<file path="config.mk">
export PLATFORM = sky130hd
export DESIGN_NAME = inst_fetch_unit
export DESIGN_NICKNAME = d
export VERILOG_FILES = /design/src/rtl/inst_fetch_unit.sv
export SDC_FILE = /design/constraint.sdc
export NUM_CORES = 1
export LEC_CHECK = 0
export CAP_MARGIN = 10
export CORE_MARGIN = 2
export CORE_UTILIZATION = 30
export CTS_CLUSTER_SIZE = 30
export DETAILED_ROUTE_END_ITERATION = 16
export PLACE_DENSITY = 0.47
export SLEW_MARGIN = 20
export SYNTH_ARGS = -nofsm -noshare
export SYNTH_HDL_FRONTEND = slang
export SYNTH_SLANG_ARGS = --single-unit
export TNS_END_PERCENT = 10
</file>
<file path="constraint.sdc">
create_clock -name clk -period 7.4 [get_ports clk]
set_clock_uncertainty 0.15 [all_clocks]
set_input_delay 1.48 -clock clk [delete_from_list [all_inputs] [get_ports clk]]
set_output_delay 1.48 -clock clk [all_outputs]
set_load 0.02 [all_outputs]
</file>
<file path="src/rtl/inst_fetch_unit.sv">
// Instruction fetch front end: fetch PC, single-outstanding imem request,
// small instruction FIFO and redirect/flush handling toward decode.
module inst_fetch_unit #(
  parameter logic [31:0] RESET_PC   = 32'h0000_0000,
  parameter int          FIFO_DEPTH = 2
) (
  input  logic        clk,
  input  logic        rst,
  output logic        imem_req,
  output logic [31:0] imem_addr,
  input  logic        imem_ack,
  input  logic [31:0] imem_rdata,
  output logic        inst_valid,
  input  logic        inst_ready,
  output logic [31:0] inst,
  output logic [31:0] inst_pc,
  output logic [5:0]  op,
  input  logic        redirect,
  input  logic [31:0] redirect_pc
);

  localparam int AW = $clog2(FIFO_DEPTH);
  localparam int CW = AW + 1;

  typedef enum logic {S_FETCH, S_DROP} state_e;

  state_e         state_q, state_d;
  logic           req_q, req_d;
  logic [31:0]    addr_q, addr_d;
  logic [31:0]    pc_q, pc_d;
  logic [AW-1:0]  rd_q, rd_d;
  logic [AW-1:0]  wr_q, wr_d;
  logic [CW-1:0]  cnt_q, cnt_d;
  logic [31:0]    inst_q, inst_d;
  logic [31:0]    ipc_q, ipc_d;
  logic [31:0]    word_q [FIFO_DEPTH];
  logic [31:0]    wpc_q  [FIFO_DEPTH];
  logic           nonempty, push, pop;
  logic [31:0]    redir_pc;

  assign nonempty = (cnt_q != '0);
  assign pop      = nonempty & inst_ready;
  assign push     = req_q & imem_ack & (state_q == S_FETCH) & ~redirect & ~rst;
  assign redir_pc = redirect_pc & 32'hFFFF_FFFC;

  always_ff @(posedge clk) begin
    if (rst) state_q <= S_FETCH;
    else     state_q <= state_d;
  end

  // A redirect with the request still in flight must swallow its late ack.
  always_comb begin
    state_d = state_q;
    unique case (state_q)
      S_FETCH: if (redirect && req_q && !imem_ack) state_d = S_DROP;
      S_DROP:  if (imem_ack) state_d = S_FETCH;
    endcase
  end

  always_comb begin
    pc_d = pc_q;
    if (redirect)  pc_d = redir_pc;
    else if (push) pc_d = addr_q + 32'd4;

    if (redirect) begin
      cnt_d = '0;
      rd_d  = wr_q;
      wr_d  = wr_q;
    end else begin
      cnt_d = cnt_q + CW'(push) - CW'(pop);
      rd_d  = rd_q + AW'(pop);
      wr_d  = wr_q + AW'(push);
    end

    if (req_q && !imem_ack) begin
      req_d  = 1'b1;
      addr_d = addr_q;
    end else begin
      req_d  = (cnt_d < CW'(FIFO_DEPTH));
      addr_d = pc_d;
    end

    // Head registers follow the next FIFO head; they hold when it empties.
    inst_d = inst_q;
    ipc_d  = ipc_q;
    if (cnt_d != '0) begin
      if (push && wr_q == rd_d) begin
        inst_d = imem_rdata;
        ipc_d  = addr_q;
      end else begin
        inst_d = word_q[rd_d];
        ipc_d  = wpc_q[rd_d];
      end
    end
  end

  always_ff @(posedge clk) begin
    if (rst) begin
      req_q  <= 1'b0;
      addr_q <= RESET_PC;
      pc_q   <= RESET_PC;
      rd_q   <= '0;
      wr_q   <= '0;
      cnt_q  <= '0;
      inst_q <= '0;
      ipc_q  <= '0;
    end else begin
      req_q  <= req_d;
      addr_q <= addr_d;
      pc_q   <= pc_d;
      rd_q   <= rd_d;
      wr_q   <= wr_d;
      cnt_q  <= cnt_d;
      inst_q <= inst_d;
      ipc_q  <= ipc_d;
    end
  end

  always_ff @(posedge clk) begin
    if (push) begin
      word_q[wr_q] <= imem_rdata;
      wpc_q[wr_q]  <= addr_q;
    end
  end

  always_comb begin
    imem_req   = req_q;
    imem_addr  = addr_q;
    inst_valid = nonempty;
    inst       = inst_q;
    inst_pc    = ipc_q;
    op         = inst_q[31:26];
  end

  ovf_a: assert property (@(posedge clk) disable iff (rst)
    !(push && !pop && cnt_q == CW'(FIFO_DEPTH)));

endmodule

</file>
After elaboration in Yosys (flattened, before gate mapping)
Memories as Yosys holds them, arrays and structs flattened. A register that Yosys moved wholly into a read port is not among the register bits.
Cells that the tools add are included.
- $add $sub $neg: 5
- order comparisons: 1
- mux-type cells: 10
- bitwise logic cells: 8
- reduce and logical (&&, ||, !) cells: 6
- operators with widths (cell ; number):
    $mux 32 ; 2
    $add 32x3->32 const B ; 1
    $mux 1 ; 6
    $and 1x1->1 ; 5
    $reduce_bool 2->1 ; 2
    $logic_and 1x1->1 ; 3
    $not 1->1 ; 3
    $add 1x1->1 ; 2
    $add 2x1->2 ; 1
    $lt 2x2->1 const B ; 1
    $mux 2 ; 1
    $pmux 1 s2 ; 1
    $sub 2x1->2 ; 1
    $logic_not 1->1 ; 1
- register bits: 70
- memory bits (writable): 128
- input bits: 69
- logic and storage cells: 39
- memories kept: 2
- memory list (memory ; words ; bits a word ; rd ports ; clocked after memory_dff ; wr ports ; RTL line ; RTL):
    word_q ; 2 ; 32 ; 1 ; 1 ; 1 ; 36 ; logic [31:0] word_q [FIFO_DEPTH];
    wpc_q ; 2 ; 32 ; 1 ; 1 ; 1 ; 37 ; logic [31:0] wpc_q [FIFO_DEPTH];

Depth between registers and ports, before layout
Gate-level depths: netlist (run 1).
- depth after elaboration: 9
- depth in mapped cells: 13
- gate-level depth less buffers: 10

Worst setup path before layout (run 1)
No wires, ideal clock.
- path kind: input-to-reg
- from: in rst
- to: mem word_q[0][0], enable pin
- setup time: 0.429 ns
- arrival time: 4.030 ns
- data required time: 6.821 ns
- setup slack: 2.791 ns
- stages on the path: 6
- path buffers: 2
- cells stage by stage: and4bb_2 -> nand2_2 -> inv_1 -> buf_2 -> buf_2 -> ha_1
- longest elaborated chain between the ends: 4
- ends and longest elaborated chain (what ; RTL line ; RTL):
    start, declared ; 8 ; input logic rst,
    $not 1->1 ; 43 ; assign push = req_q & imem_ack & (state_q == S_FETCH) & ~redirect & ~rst;
    $and 1x1->1 ; 43 ;
    $mux 1 ; 120 ; if (push) begin
    $mux 1 (not written as such) ; 121 ; word_q[wr_q] <= imem_rdata;
    end, declared ; 36 ;
Every way passes these cells.

Worst setup path after layout (run 1)
- from: in imem_ack
- to: reg inst_q[22], in the netlist inst[22], read port of word_q
- longest elaborated chain between the ends: 8
- ends and longest elaborated chain (what ; RTL line ; RTL):
    start, declared ; 11 ; input logic imem_ack,
    $and 1x1->1 (4 in a row) ; 43 ;
    $add 2x1->2 ; 70 ; cnt_d = cnt_q + CW'(push) - CW'(pop);
    $sub 2x1->2 ; 70 ;
    $mux 2 ; 65 ; if (redirect) begin
    $reduce_bool 2->1 ; 86 ; if (cnt_d != '0) begin
    end, declared ; 34 ; logic [31:0] inst_q, inst_d;
Every way passes these cells.
A chain may end at the register's enable or synchronous reset.

==> results of run 1 <==
Yosys cell counts, types with 10 or more instances:
library cell	instances	area share, %
nor2_1	48	1.5
and3_1	16	0.86
o21ai_0	80	3.4
a311oi_1	64	4.8
nand3_1	16	0.68
a211oi_1	14	0.90
nor3_1	13	0.56
edfxtp_1	128	33
clkbuf_1	71	2.3
buf_2	20	0.86
nand4_1	13	0.70
mux2i_1	10	0.86
nand2_1	33	1.1
xnor2_1	11	0.82
o2bb2ai_1	64	4.8
nor2b_1	65	3.5
a21oi_1	27	1.2
dfxtp_1	134	23
a32o_1	63	5.4
final timing paths:
check	from	end	depth (start not counted)
max	imem_ack	inst[22]$_SDFFE_PP0P_	12
min	inst[16]$_SDFFE_PP0P_	inst[16]$_SDFFE_PP0P_	1
max reg2reg	imem_req$_SDFF_PP0_	inst[22]$_SDFFE_PP0P_	11
min reg2reg	inst[16]$_SDFFE_PP0P_	inst[16]$_SDFFE_PP0P_	1
layer usage:
metal  part of all wire (%)  global-route usage, %  wire, microns  vias up
li1                       -                      -              -     4321
met1                     48                   25.5          17800     4709
met2                     46                   29.2          17100      253
met3                    5.3                   2.72           1970       36
met4                    1.3                   3.70            500        2
met5                  0.035                      0             13        -
metrics by stage:
stage	power, mW	cells	area [sq um]	hold slack [ns]	setup WS, ns
final	3.48	1687	14800	0.308	3.08
after global routing	3.61	1687	14800	0.326	2.84
after CTS	3.51	1686	14800	0.313	3.07
after detailed placement	2.03	1630	13800	0.295	2.48
after global placement	2.03	1630	13800	0.293	2.53
after floorplan	1.85	1033	11700	0.335	2.79
logic make-up (layout without fill, tap and decap cells):
kind of cell / count (synthesis) / count (layout) / share of synthesized area, %
xor gates and xnor gates: 19 / 19 / 1.54
AOI/OAI and AO/OA: 372 / 372 / 24.6
DFF: 262 / 262 / 55.8
adders and majority gates: 5 / 5 / 0.535
buffers and inverters: 115 / 251 / 4.20
muxes: 13 / 13 / 1.14
and+or+nand+nor: 247 / 247 / 12.2
layout make-up:
class | instances | share of cell area (%)
repair buffers | 187 | 12.5
inverters | 8 | 0.203
well taps | 518 | 4.39
clock buffers | 49 | 6.19
flip-flops and latches | 262 | 44.2
multi-input cells | 656 | 32.1
clock inverters | 7 | 0.423
sequential cells by signal (all words and copies together), names as in the netlist:
register / count
wr_q: 1
inst: 32
wpc_q: 64
cnt_q: 2
imem_addr: 32
inst_pc: 32
rd_q: 1
state_q: 1
imem_req: 1
word_q: 64
pc_q: 32
power by group:
part	internal (mW)	switching, mW	total (mW)
registers	1.57	0.0546	1.62
clock network	0.875	0.605	1.48
logic	0.162	0.214	0.376
total	2.60	0.874	3.48
==> impl_metrics.yaml, run 1 <==
clock_tree:
  cts.repair.resized: 0
  cts_tree: "yes"
  cts.clk_slew.worst_paths_ns: 0.05
  cts_made_buffers: 30
  clock_latency_ns: 0.56
  clkSinkCount: 262
  cts_root_buf: "clkbuf_16"
  postCtsSetupBuffers: 0
  hold_buffers: 0
  cts_max_path_buffers: 3
  htree_levels: 1
floorplanning:
  dieArea_sq_um: 40600
  ioPinCount: 173
  fp.dieH_microns: 201
  die_w_microns: 201
  core.rowCount: 72
  core-area_sq_um: 38600
  start_util_pct: 30.3
setup_path:
  path_buf_inv: 3
  crit_arrival_ns: 4.64
  reg2reg_slack_ns: 4.14
  critPathCaptureType: "flop"
  cpMaxStageDelayCell: "clkdlybuf4s50_1"
  cp_common_cell: "ha_1"
  critPathKind: "in2reg"
  start_kind: "input port"
  crit_chain: "clkdlybuf4s50_1 -> and4bb_2 -> nand2_2 -> ha_1 -> inv_1 -> ha_1 -> xnor3_1 -> nor2b_2 -> nor2_1 -> nor2_4 -> buf_12 -> o2bb2ai_1"
  cp_max_fo: 43
  worstPathRequired_ns: 7.73
  path_delay_family: "simple AND/OR/NAND/NOR gates"
  critPathMaxStageDelay_ns: 0.58
synth:
  synth_seq_cells: 262
  synth_area_per_cell_sq_um: 11.3
  ys_types: 75
  synth_nets: 1107
  seq_area_frac_synth_pct: 55.8
  synthFlopType: "dfxtp_1"
  synthesis.area_sq_um: 11700
  ys_warn_count: 0
  netlist_instances: 1033
  synth_enable_flop_cells: 128
  synth_async_sr_flop_share_pct: 0
grt:
  track_usage_pct: 18.0
  overflow: 0
  grt_pass1_wl_microns: 57900
  antenna_found_initial: 1
  grt_max_degree: 67
  grt_pass1_vias: 9336
sta:
  final-hold-violation-count: 0
  tightest_slew_ns: 1.04
  fin_crit_sh_pct: 58.3
  finalMaxSlewViolations: 0
  relSlewSlack_pct: 30.3
  layout_min_cycle_time_ns: 4.32
  finalSetupViolCount: 0
  tns_ns: 0
  rsz0062_at_grt: "no"
  fmax_mhz: 232
route:
  wirelength_microns: 37300
  via_count: 9321
  drtIter0Drc: 669
  ant_nets: 0
  drc: 0
  via_per_inst: 5.53
  firstDrtPassIters: 5
  post_drt_wl_per_cell_microns: 22.1
finish:
  seq_area_sq_um: 6530
  multi_input_area_sq_um: 4740
  fillerInstances: 3854
  fin_util_pct: 38.3
  areaGrowthSynthToFinish_pct: 26.3
  drive_gt1_share_pct: 8.21
  final_common_cell: "clkdlybuf4s50_1"
  fin_nets: 1219
  final_cell_mix: "clkdlybuf4s50_1 (168), dfxtp_1 (134), edfxtp_1 (128), o21ai_0 (80)"
  diodes: 0
placed_design:
  dp_hpwl_microns: 20300
  gp_congestion: 0.729
  port_buffers: 170
pwr:
  ir_drop_v: 0.000154
  leakage_nw: 4.74
  powerDensity_nw_per_um2: 235
hold_path:
  hold_path.class: "reg2reg"
run:
  maxCapViolations: 0
outcome:
  outcome: "finished clean"
No activity file was read; power rests on OpenSTA's default activity.
==> run 2: changes to the inputs <==
- clock period: 7.4 -> 4.5 ns (I/O delays scaled with it)
==> run 2 against run 1 <==
Compared with the run above: critical path depth unchanged; die area stayed put; via count down 0.78%; critical endpoint is now inst[17]$_SDFFE_PP0P_.
==> impl_metrics.yaml, run 2 (same netlist as run 1, synthesis figures left out) <==
sta:
  hold_slack_ns: 0.310
  final-hold-violation-count: 0
  rsz0062_at_grt: "no"
  fin_crit_sh_pct: 74.8
  tightest_slew_ns: 1.11
  tns_ns: 0
  finalMaxSlewViolations: 0
  relSlewSlack_pct: 25.9
  fmax_mhz: 297
  finalSetupViolCount: 0
  layout_min_cycle_time_ns: 3.37
setup_path:
  critPathMaxStageDelay_ns: 0.59
  start_kind: "input port"
  cp_max_fo: 64
  crit_arrival_ns: 3.70
  critPathCaptureType: "flop"
  path_buf_inv: 3
  cp_common_cell: "ha_1"
  path_delay_family: "buffers and inverters"
  cpMaxStageDelayCell: "clkdlybuf4s50_1"
  critPathKind: "in2reg"
  worstPathRequired_ns: 4.83
  crit_chain: "clkdlybuf4s50_1 -> and4bb_2 -> nand2_2 -> ha_1 -> inv_1 -> ha_1 -> xnor3_1 -> nor2b_2 -> nor2_1 -> nor2_4 -> buf_12 -> o2bb2ai_1"
pwr:
  ir_drop_v: 0.000225
  powerDensity_nw_per_um2: 385
  leakage_nw: 4.77
grt:
  use_met1_pct: 24.5
  use_met2_pct: 30.5
  grt_pass1_vias: 9607
  busiest_layer: "met2"
  track_usage_pct: 18.1
  grt_max_degree: 73
  overflow: 0
  gr-usage-met3_pct: 2.80
  grt_pass1_wl_microns: 58400
  antenna_found_initial: 0
placed_design:
  dp_hpwl_microns: 21500
  postPlaceCellArea_sq_um: 13900
  port_buffers: 170
  placed_cells: 1637
  gp_congestion: 0.740
clock_tree:
  cts_max_path_buffers: 3
  hold_buffers: 0
  postCtsSetupBuffers: 0
  cts_tree: "yes"
  cts.clk_slew.worst_paths_ns: 0.06
  cts.repair.resized: 0
  htree_levels: 1
  cts_root_buf: "clkbuf_16"
  clock_latency_ns: 0.57
  cts_made_buffers: 31
  clkSinkCount: 262
floorplanning:
  core-area_sq_um: 38600
  core.rowCount: 72
  die_w_microns: 201
  start_util_pct: 30.3
  ioPinCount: 173
  fp.dieH_microns: 201
  dieArea_sq_um: 40600
finish:
  final_cell_mix: "clkdlybuf4s50_1 (168), dfxtp_1 (134), edfxtp_1 (128), o21ai_0 (80)"
  final_common_cell: "clkdlybuf4s50_1"
  diodes: 0
  fin_util_pct: 38.5
  areaGrowthSynthToFinish_pct: 27.0
  finalNonFillerCells: 1694
  drive_gt1_share_pct: 8.25
  fin_nets: 1226
  top_regs: "word_q (64), wpc_q (64)"
  finalInstanceArea_sq_um: 14900
  fillerInstances: 3784
route:
  post_drt_wl_per_cell_microns: 22.1
  firstDrtPassIters: 5
  ant_nets: 0
  via_per_inst: 5.46
  via_count: 9248
  drc: 0
  drtIter0Drc: 615
  wirelength_microns: 37500
outcome:
  outcome: "finished clean"
run:
  maxCapViolations: 0
hold_path:
  hold_path.class: "reg2reg"
run 2: layer usage:
metal  up-vias  routed length (microns)
li1       4324                        -
met1      4637                    17300
met2       242                    17600
met3        45                     1870
met4         0                      628
met5         -                        0
run 2: area by class of cell:
type	count	area, sq um	share of cell area [%]
Tap cell	518	648	4.36
Multi-Input combinational cell	656	4740	31.9
Clock buffer	47	876	5.89
Sequential cell	262	6530	43.9
Timing Repair Buffer	193	1940	13.1
Clock inverter	10	93.8	0.631
Inverter	8	30.0	0.202
run 2: metrics by stage:
stage	power [mW]	setup slack (ns)
3_3_place_gp	3.34	0.639
2_1_floorplan	3.04	0.471
3_5_place_dp	3.34	0.576
6_report	5.72	1.13
5_1_grt	5.95	0.992
4_1_cts	5.79	1.17
run 2: worst register-to-register path, stage by stage, from the launching register on:
cell	delay, ns
dfxtp_1	0.44
and4bb_2	0.39
nand2_2	0.10
ha_1	0.29
inv_1	0.04
ha_1	0.17
xnor3_1	0.25
nor2b_2	0.23
nor2_1	0.09
nor2_4	0.13
buf_12	0.33
o2bb2ai_1	0.20
run 2: worst paths after layout:
path	start	end	slack, ns	cells past startpoint
setup / recovery	imem_ack	inst[17]$_SDFFE_PP0P_	1.13	12
hold / removal	inst[24]$_SDFFE_PP0P_	inst[24]$_SDFFE_PP0P_	0.31	1
setup reg to reg	imem_req$_SDFF_PP0_	inst[17]$_SDFFE_PP0P_	1.63	11
hold reg to reg	inst[24]$_SDFFE_PP0P_	inst[24]$_SDFFE_PP0P_	0.31	1
run 2: power breakdown:
group	total (mW)	leakage, nW	switching, mW	internal, mW
combinational	0.622	2.07	0.351	0.271
sequential	2.67	2.23	0.0910	2.58
clock	2.43	0.473	0.992	1.44
==> run 3: changes to the inputs <==
- clock period: 4.5 -> 3.4 ns (I/O delays scaled with it)
==> run 3 against run 2 <==
Compared with the run above: sequential share of layout area fell by 0.94 points; setup slack got worse by 0.60 ns; flip-flop and latch count did not move; worst hold slack got worse by 0.0040 ns; non-clock buffer count rose by 24; first-iteration DRC count fell by 2.3%; cell count rose by 1.4%; combinational power rose by 41%; total power rose by 33%; largest power group unchanged; highest routed layer unchanged.
==> impl_metrics.yaml, run 3 (same netlist as run 1, synthesis figures left out) <==
outcome:
  outcome: "finished clean"
floorplanning:
  die_w_microns: 201
  ioPinCount: 173
  fp.dieH_microns: 201
  core.rowCount: 72
  core-area_sq_um: 38600
  dieArea_sq_um: 40600
  start_util_pct: 30.3
route:
  wirelength_microns: 37800
  via_count: 9536
  drc: 0
  ant_nets: 0
  firstDrtPassIters: 7
  via_per_inst: 5.55
  drtIter0Drc: 601
  post_drt_wl_per_cell_microns: 22.0
sta:
  layout_min_cycle_time_ns: 2.87
  rsz0062_at_grt: "no"
  tns_ns: 0
  hold_slack_ns: 0.306
  final-hold-violation-count: 0
  finalMaxSlewViolations: 0
  tightest_slew_ns: 0.800
  fmax_mhz: 349
  relSlewSlack_pct: 46.7
  fin_crit_sh_pct: 84.4
  finalSetupViolCount: 0
clock_tree:
  htree_levels: 1
  cts.clk_slew.worst_paths_ns: 0.06
  cts_tree: "yes"
  cts_max_path_buffers: 3
  clock_latency_ns: 0.57
  cts_made_buffers: 31
  cts_root_buf: "clkbuf_16"
  postCtsSetupBuffers: 0
  clkSinkCount: 262
  hold_buffers: 0
  cts.repair.resized: 0
pwr:
  p_int_mw: 5.71
  p_sw_share_pct: 25.1
  p_sw_mw: 1.91
  power.share.clock_pct: 42.3
  p_comb_share_pct: 11.5
  powerDensity_nw_per_um2: 502
  ir_drop_v: 0.000364
  seq_power_share_pct: 46.2
  leakage_nw: 4.95
placed_design:
  port_buffers: 170
  gp_congestion: 0.725
  dp_hpwl_microns: 22200
setup_path:
  start_kind: "input port"
  cp_max_fo: 24
  critPathCaptureType: "flop"
  crit_arrival_ns: 3.21
  worstPathRequired_ns: 3.74
  critPathKind: "in2reg"
grt:
  grt_pass1_wl_microns: 58400
  antenna_found_initial: 0
  track_usage_pct: 18.2
  grt_max_degree: 109
  overflow: 0
  grt_pass1_vias: 9497
finish:
  final_cell_mix: "clkdlybuf4s50_1 (168), dfxtp_1 (134), edfxtp_1 (128), o21ai_0 (80)"
  diodes: 0
  drive_gt1_share_pct: 10.4
  areaGrowthSynthToFinish_pct: 29.8
  final_common_cell: "clkdlybuf4s50_1"
  top_regs: "word_q (64), wpc_q (64)"
  fillerInstances: 3771
  fin_nets: 1250
run:
  maxCapViolations: 0
hold_path:
  hold_path.class: "reg2reg"
run 3: changes by cell type in the layout (fill, tap and decap cells not counted), sizes merged:
cell    before  now
buf         25   49
clkbuf      47   44
clkinv       9   11
inv          7    8
run 3: layer usage:
layer	GRT usage [%]	up-vias	share of wire, %
li1	-	4382	-
met1	25.5	4843	47
met2	29.8	262	47
met3	2.72	49	4.7
met4	4.15	0	1.9
met5	0	-	0
run 3: through the flow:
stage	util [%]	power [mW]	setup slack (ns)	cell area, sq um	instances
floorplan	-	4.03	-0.409	11700	1033
global placement	36.8	4.47	-0.0448	14200	1661
detailed placement	36.8	4.47	-0.0448	14200	1661
CTS	39.4	7.71	0.541	15200	1718
global route	39.4	7.91	0.374	15200	1718
finish	39.4	7.62	0.532	15200	1718
run 3: path summary, 6_finish.rpt:
check                             start                        to  slack, ns  cells after the start
setup reg to reg    imem_req$_SDFF_PP0_  inst_pc[31]$_SDFFE_PP0P_       0.74                     11
setup / recovery               imem_ack  inst_pc[31]$_SDFFE_PP0P_       0.53                     12
hold reg to reg   inst[19]$_SDFFE_PP0P_     inst[19]$_SDFFE_PP0P_       0.31                      1
hold / removal    inst[19]$_SDFFE_PP0P_     inst[19]$_SDFFE_PP0P_       0.31                      1
run 3: cell type report:
type                            count  area (sq um)  share of cell area (%)
Multi-Input combinational cell    656          4740                    31.2
Clock buffer                       44           865                    5.69
Clock inverter                     13           116                   0.766
Tap cell                          518           648                    4.27
Timing Repair Buffer              217          2260                    14.9
Inverter                            8          30.0                   0.198
Sequential cell                   262          6530                    43.0
run 3: worst max-delay path, stage by stage:
cell	delay [ns]
clkdlybuf4s50_1	0.53
and4bb_2	0.28
nand2_2	0.07
ha_1	0.27
inv_1	0.04
ha_1	0.17
xnor3_1	0.22
nor2b_2	0.22
nor2_1	0.09
nor2_4	0.27
buf_12	0.23
o2bb2ai_1	0.13
run 3: power groups by stage:
| stage | combinational, mW | clock, mW | sequential [mW] |
|---|---|---|---|
| after floorplan | 0.422 | 0 | 3.61 |
| after detailed placement | 0.883 | 0 | 3.59 |
| after global routing | 0.948 | 3.43 | 3.53 |
| final | 0.878 | 3.22 | 3.52 |
| after global placement | 0.880 | 0 | 3.59 |
| after CTS | 0.887 | 3.31 | 3.52 |
